File: src/rtl/vga_640x480_timing.sv
// VGA raster timing generator: divides clk to the pixel rate, runs hc/vc,
// and emits registered sync, video window and event pulses aligned to hc/vc.
module vga_640x480_timing #(
  parameter int CLK_DIV = 2,
  parameter int HPIXELS = 800,
  parameter int VLINES  = 521,
  parameter int HSP     = 96,
  parameter int VSP     = 2,
  parameter int HBP     = 144,
  parameter int HFP     = 784,
  parameter int VBP     = 31,
  parameter int VFP     = 511
) (
  input  logic       clk,
  input  logic       clr_n,
  input  logic       en,
  output logic [9:0] hc,
  output logic [9:0] vc,
  output logic       hsync,
  output logic       vsync,
  output logic       vidon,
  output logic       pix_tick,
  output logic       line_start,
  output logic       frame_start
);

  localparam int DIV_W = (CLK_DIV > 1) ? $clog2(CLK_DIV) : 1;
  localparam logic [DIV_W-1:0] DIV_LAST = DIV_W'(CLK_DIV - 1);
  localparam logic [9:0] H_LAST = 10'(HPIXELS - 1);
  localparam logic [9:0] V_LAST = 10'(VLINES - 1);
  localparam logic [9:0] H_SP   = 10'(HSP);
  localparam logic [9:0] V_SP   = 10'(VSP);
  localparam logic [9:0] H_BP   = 10'(HBP);
  localparam logic [9:0] H_FP   = 10'(HFP);
  localparam logic [9:0] V_BP   = 10'(VBP);
  localparam logic [9:0] V_FP   = 10'(VFP);

  logic [DIV_W-1:0] div_reg, div_next;
  logic [9:0]       hc_reg, hc_next;
  logic [9:0]       vc_reg, vc_next;
  logic             hsync_reg, hsync_next;
  logic             vsync_reg, vsync_next;
  logic             vidon_reg, vidon_next;
  logic             pix_tick_reg, line_start_reg, frame_start_reg;
  logic             tick, line_wrap, frame_wrap;

  always_comb begin
    div_next   = div_reg;
    hc_next    = hc_reg;
    vc_next    = vc_reg;
    tick       = 1'b0;
    line_wrap  = 1'b0;
    frame_wrap = 1'b0;

    if (en) begin
      if (div_reg == DIV_LAST) begin
        div_next = '0;
        tick     = 1'b1;
      end else begin
        div_next = div_reg + DIV_W'(1);
      end
    end

    // Both counters wrap on the same edge, so (H_LAST, V_LAST) goes straight to (0, 0).
    if (tick) begin
      if (hc_reg == H_LAST) begin
        hc_next   = '0;
        line_wrap = 1'b1;
        if (vc_reg == V_LAST) begin
          vc_next    = '0;
          frame_wrap = 1'b1;
        end else begin
          vc_next = vc_reg + 10'd1;
        end
      end else begin
        hc_next = hc_reg + 10'd1;
      end
    end

    // Decoded from the next position so the registered flags line up with hc/vc.
    hsync_next = (hc_next >= H_SP);
    vsync_next = (vc_next >= V_SP);
    vidon_next = (hc_next >= H_BP) && (hc_next < H_FP) &&
                 (vc_next >= V_BP) && (vc_next < V_FP);
  end

  always_ff @(posedge clk or negedge clr_n) begin
    if (!clr_n) begin
      div_reg         <= '0;
      hc_reg          <= '0;
      vc_reg          <= '0;
      hsync_reg       <= 1'b0;
      vsync_reg       <= 1'b0;
      vidon_reg       <= 1'b0;
      pix_tick_reg    <= 1'b0;
      line_start_reg  <= 1'b0;
      frame_start_reg <= 1'b0;
    end else begin
      div_reg         <= div_next;
      hc_reg          <= hc_next;
      vc_reg          <= vc_next;
      hsync_reg       <= hsync_next;
      vsync_reg       <= vsync_next;
      vidon_reg       <= vidon_next;
      pix_tick_reg    <= tick;
      line_start_reg  <= line_wrap;
      frame_start_reg <= frame_wrap;
    end
  end

  assign hc          = hc_reg;
  assign vc          = vc_reg;
  assign hsync       = hsync_reg;
  assign vsync       = vsync_reg;
  assign vidon       = vidon_reg;
  assign pix_tick    = pix_tick_reg;
  assign line_start  = line_start_reg;
  assign frame_start = frame_start_reg;

endmodule

File: config.mk
export PLATFORM = sky130hd
export DESIGN_NAME = vga_640x480_timing
export DESIGN_NICKNAME = d
export VERILOG_FILES = /design/src/rtl/vga_640x480_timing.sv
export SDC_FILE = /design/constraint.sdc
export NUM_CORES = 1
export LEC_CHECK = 0
export BUFFER_PORTS_ARGS = -buffer_cell sky130_fd_sc_hd__buf_4
export CAP_MARGIN = 20
export CORE_ASPECT_RATIO = 1.4
export CORE_MARGIN = 2
export CORE_UTILIZATION = 49
export CTS_CLUSTER_DIAMETER = 150
export DETAILED_ROUTE_END_ITERATION = 6
export PLACE_DENSITY = 0.74
export SETUP_SLACK_MARGIN = 0.2
export SLEW_MARGIN = 20
export SYNTH_ARGS = -nofsm -noshare
export SYNTH_HDL_FRONTEND = slang
export SYNTH_SLANG_ARGS = --single-unit
export TNS_END_PERCENT = 30
File: constraint.sdc
create_clock -name clk -period 2.2 [get_ports clk]
set_clock_uncertainty 0.05 [all_clocks]
set_input_delay 0.11 -clock clk [delete_from_list [all_inputs] [get_ports clk]]
set_output_delay 0.11 -clock clk [all_outputs]
set_load 0.005 [all_outputs]
# Yosys cells after proc, flatten, opt, wreduce, memory -nomap -nowiden
# Index checks and enable logic that the tools add are counted.
[word_totals]
ff_bits = 27
[classes]
n_addsub = 3
magnitude_cmp = 6
eq_ne = 2
n_mux = 13
reduce_logical = 3
[ops]
columns = ["cell", "n"]
rows = [
  ["$mux 10", 5],
  ["$add 10x1->10 const B", 2],
  ["$eq 10x10->1 const B", 2],
  ["$ge 10x2->1 const B", 1],
  ["$ge 10x5->1 const B", 1],
  ["$ge 10x7->1 const B", 1],
  ["$ge 10x8->1 const B", 1],
  ["$lt 10x10->1 const B", 1],
  ["$lt 10x9->1 const B", 1],
  ["$mux 1", 8],
  ["$logic_and 1x1->1", 3],
  ["$add 1x1->1 const B", 1],
]

# Depth between registers and ports, before layout
[logic_depth]
depth_word = 7
depth_mapped = 8

# Least setup slack after synthesis
# OpenSTA, ideal clock, no wires.
[synth_path]
path_kind = "reg2reg"
from = "register hc_reg[0] (netlist: hc[0])"
to = "register vidon_reg (netlist: vidon)"
setup_time_ns = 0.087
arrival_ns = 2.109
required_time_ns = 2.063
setup_slack_ns = -0.045
stages_incl_launch_ff = 8
path_buffers = 0
period_less_slack_ns = 2.245
cell_sequence = "dfrtp_1 > ha_1 > and4_4 > nand4_4 > or4_1 > a21o_1 > and4bb_4 > a211oi_2"
[synth_via]
elab_chain_len = 7
word_cells_on_any_way = 13
cone_classes = "add/sub (1); order compare (4); eq/ne (1); mux (4); reduce/logical (3)"
[synth_rtl]
columns = ["element", "line", "text"]
rows = [
  ["start: declaration", "39", "logic [9:0] hc_reg, hc_next;"],
  ["start signal: assignment", "100", "hc_reg <= hc_next;"],
  ["$add 10x1->10 / $eq 10x10->1 (equally long branches)", "76, 66", ""],
  ["$mux 10", "66", "if (hc_reg == H_LAST) begin"],
  ["$mux 10", "65", "if (tick) begin"],
  ["$ge 10x8->1 / $lt 10x10->1 (equally long branches)", "83", "vidon_next = (hc_next >= H_BP) && (hc_next < H_FP) &&"],
  ["$logic_and 1x1->1 (2 in a row)", "83", ""],
  ["$logic_and 1x1->1 *", "84", "(vc_next >= V_BP) && (vc_next < V_FP);"],
  ["via vidon_next", "43", "logic vidon_reg, vidon_next;"],
  ["end signal: assignment", "104", "vidon_reg <= vidon_next;"],
  ["end: declaration", "43", ""],
]
# The timed path passes the listed nets; every way through them passes the cells marked *.
# A chain may end at the register's enable or synchronous reset.

# Worst setup path after layout
[layout_path]
from = "register hc_reg[5] (netlist: hc[5])"
to = "register vidon_reg (netlist: vidon)"
# The elaborated chain is that of the path after synthesis.

==> key figures <==
Timing
  • Time the worst path needs with I/O delays and setup: 2.15 ns
  • Final setup violation count: 0
  • Final hold vios: 0
  • Final clock period utilization by the worst path: 0.979
  • Relative slew slack: 0.759
  • Max Slew Vio Count: 0
  • Setup TNS: 0 ns
  • Actual slew at the worst max-slew pin: 0.358 ns
  • Max Fclk: 464 MHz
  • Fin worst setup slack: 0.0466 ns
  • Worst hold slack after final layout: 0.230 ns
  • Setup repair after global routing missed its margin: true

Routing
  • Wire length per cell after detailed routing: 16.8 um
  • Number of detailed-route iterations in the first pass: 4
  • Average vias per placed instance: 5.90
  • Post-route DRC: 0
  • Wire length after detailed routing: 4360 um
  • Via count: 1528
  • Number of nets still failing antenna checks after routing: 0
  • Number of DRC markers in iteration 0: 51

Logic synthesis
  • Synth Net Count: 162
  • Syn Area/Cell: 9.76 um^2
  • Xor-xnor portion of the synthesized cell area: 0.0460
  • Syn. warnings: 0
  • Post-synthesis instance area: 1520 um^2
  • Area fraction in compound gates after synthesis: 0.141
  • Mux cell area share after synthesis: 0.0148
  • Synth Area in Simple Gates: 0.285
  • Count of state elements after synthesis: 27
  • Cell count after synthesis: 156
  • Number of distinct library cells after synthesis: 44
  • Arithmetic-cell share of the synthesized area counting full adders, half adders and majority gates: 0.0247
  • Largest family of logic cells by synthesized area: simple AND/OR/NAND/NOR gates
  • Portion of the post-synthesis area used by sequential elements: 0.444

CTS
  • Register clock-pin slew on the reported worst setup and hold paths: 0.10 ns
  • TritonCTS clock tree: yes
  • Clock Sinks: 27
  • H-Tree Level Count: 1
  • Clock insertion delay at the later pin of the skew report: 0.28 ns
  • Clock Tree Root: sky130_fd_sc_hd__clkbuf_8
  • Number of buffers on the longest clock path: 2
  • Number of buffers added by the clock tree synthesis step: 3

Run status
  • Status: finished, final reports clean

Global routing
  • Maximum number of pins on one net before global-route repair: 28
  • First-pass GRT wire length: 7080 um
  • Overall fraction of global-route tracks in use: 0.259
  • Residual overflow from global routing: 0
  • Number of antenna violations at the first check in global routing: 0
  • Number of global-route vias before repair: 1582

Final layout
  • Area overhead of the layout relative to synthesis: 44.9%
  • Fill cell total of the finished layout: 208
  • Summed area of non-filler cells in the final layout: 2210 um^2
  • Nets@finish: 229
  • Fraction of final layout cells with drive strength greater than 1: 0.446
  • Antenna diodes: 0

Critical path
  • Critical Path Sink Type: flop
  • Required time worst endpoint: 2.35 ns
  • Type of origin of the critical path: flop
  • Largest fanout of any net on the critical path: 7
  • Worst Setup Path Type: flop to flop
  • Arrival time of data at the critical path endpoint: 2.30 ns
  • Cell depth of the worst flop-to-flop path: 7

Power
  • VDD IR max: 0.000660 V
  • Total power per unit cell area: 570 nW/um^2
  • Leakage dissipation: 1.05 nW
  • Internal cell power: 880 uW
  • Post-route total power: 1.26 mW
  • Share of total power in sequential cells: 0.489
  • Clock power frac: 0.227
  • Switching fraction of total power: 0.301
  • Fraction of power consumed by combinational cells: 0.283
  • Net Sw Power: 378 uW

Placement
  • HPWL after DPL: 3090 um
  • Post-detailed-placement cell area: 2010 um^2
  • Placer congestion estimate: 0.892
  • Port Buffers: 28
  • Post-Place Setup Slack: -0.0263 ns

Die
  • Area enclosed by the die boundary: 3580 um^2
  • Number of core rows: 23
  • # IOs: 29
  • Height of the die: 70.0 um
  • Horiz. Die Dim: 51.1 um
  • Initial Utilization: 0.524
  • Std-Cell Core Area: 2910 um^2

Hold path
  • Classification of the worst-slack hold path: input pin to async pin

Job
  • Number of maximum-capacitance violations: 0
stage by stage:
step                      instances   util
after detailed placement        248  0.693
after global routing            259  0.759
after CTS                       258  0.740
after global placement          248  0.693
after floorplan                 156      -
final                           259  0.759
placed cells by master (no fill, tap or decap), drive strengths merged, types with 2 or more instances in the layout:
| cell | n |
|---|---|
| and3 | 3 |
| inv | 10 |
| or2 | 7 |
| nor3 | 8 |
| nand2 | 11 |
| ha | 3 |
| buf | 64 |
| nor4 | 8 |
| nor2 | 5 |
| o21a | 2 |
| mux2 | 2 |
| xor2 | 5 |
| o21ai | 6 |
| a211o | 2 |
| clkbuf | 4 |
| o31ai | 3 |
| o31a | 2 |
| o22ai | 2 |
| a21oi | 3 |
| dlygate4sd3 | 2 |
| and2 | 2 |
| xnor2 | 3 |
| dfrtp | 27 |
| a21o | 3 |
| a21boi | 2 |
| nand4 | 10 |
| nand2b | 2 |
| nand3 | 9 |
| or3 | 2 |
final timing paths:
check | to | from | slack [ns]
max in group asynchronous | hc[5] | clr_n | 1.59
worst min register to register | div_reg | div_reg | 0.49
worst max-delay path | vidon | hc[5] | 0.05
min in group clk | div_reg | div_reg | 0.49
worst min-delay path | vsync | clr_n | 0.23
worst max register to register | vidon | hc[5] | 0.05
cell families (layout without fill, tap and decap cells):
| logic type | Yosys count | count (layout) |
|---|---|---|
| adder cells (fa/ha/maj) | 3 | 3 |
| buffers and inverters | 15 | 80 |
| multiplexers | 2 | 2 |
| AND/OR/NAND/NOR | 71 | 72 |
| AO/OA/AOI/OAI | 30 | 30 |
| XOR/XNOR | 8 | 8 |
| flip-flops | 27 | 27 |
repair_timing:
action / in CTS / in global routing
cloned: 1 / 0
hold endpoints to repair: 28 / 0
endpoints found under the setup margin: 2 / 4
pin swaps: 3 / 3
hold buffers: 2 / 0
resized for setup: 8 / 10
buffers inserted: 3 / 1
final cells by class:
cell class / count / area [um^2] / share of cell area
repair buffers: 66 / 500 / 0.227
clock buffers: 4 / 45.0 / 0.0204
inverters: 10 / 37.5 / 0.0170
flip-flops and latches: 27 / 677 / 0.307
well taps: 37 / 46.3 / 0.0210
multi-input cells: 115 / 900 / 0.408
Yosys cell counts, drive strengths merged:
cell / instances / area (um^2)
nor2: 5 / 18.8
nor4b: 1 / 8.76
xor2: 5 / 43.8
nor4: 8 / 50.1
nor3: 8 / 51.3
mux2: 2 / 22.5
a21oi: 3 / 15.0
or4: 1 / 7.51
xnor2: 3 / 26.3
dfrtp: 27 / 676
a211oi: 1 / 12.5
a2111oi: 1 / 8.76
a211o: 2 / 17.5
a21o: 3 / 22.5
buf: 2 / 18.8
nand2: 11 / 43.8
o2bb2ai: 1 / 8.76
clkbuf: 3 / 11.3
o31ai: 3 / 22.5
nor4bb: 1 / 10.0
and2: 2 / 12.5
and4bb: 1 / 16.3
o21a: 2 / 15.0
nand3: 9 / 45.0
and3: 3 / 18.8
and4: 1 / 11.3
o221ai: 1 / 8.76
o31a: 2 / 17.5
ha: 3 / 37.5
or3: 2 / 12.5
nand4: 9 / 71.3
o22ai: 2 / 12.5
inv: 10 / 37.5
a21boi: 2 / 15.0
o21ai: 6 / 30.0
a22o: 1 / 8.76
nand2b: 2 / 12.5
or2: 7 / 43.8
worst max-delay path, stage by stage (launching register included):
cell and delay (ns):
sky130_fd_sc_hd__dfrtp_2 0.45, sky130_fd_sc_hd__nor3_4 0.24, sky130_fd_sc_hd__buf_4 0.16, sky130_fd_sc_hd__nand4_4 0.13, sky130_fd_sc_hd__or4_1 0.43, sky130_fd_sc_hd__a21o_1 0.23
sky130_fd_sc_hd__and4bb_4 0.22, sky130_fd_sc_hd__a211oi_2 0.17
power groups by stage:
| stage | Combinational [mW] | Sequential, mW | Clock [mW] |
|---|---|---|---|
| 3_3_place_gp | 0.331 | 0.613 | 0 |
| 4_1_cts | 0.349 | 0.606 | 0.288 |
| 2_1_floorplan | 0.112 | 0.633 | 0 |
| 3_5_place_dp | 0.337 | 0.616 | 0 |
| 5_1_grt | 0.399 | 0.626 | 0.304 |
| 6_report | 0.356 | 0.616 | 0.286 |
layer usage:
metal | track usage | routed length, um | up-vias
li1 | - | - | 712
met1 | 0.289 | 1660 | 741
met2 | 0.462 | 2340 | 58
met3 | 0.0321 | 200 | 17
met4 | 0.135 | 161 | 0
met5 | 0 | 0 | -
Power figures use the tool's default switching activity.
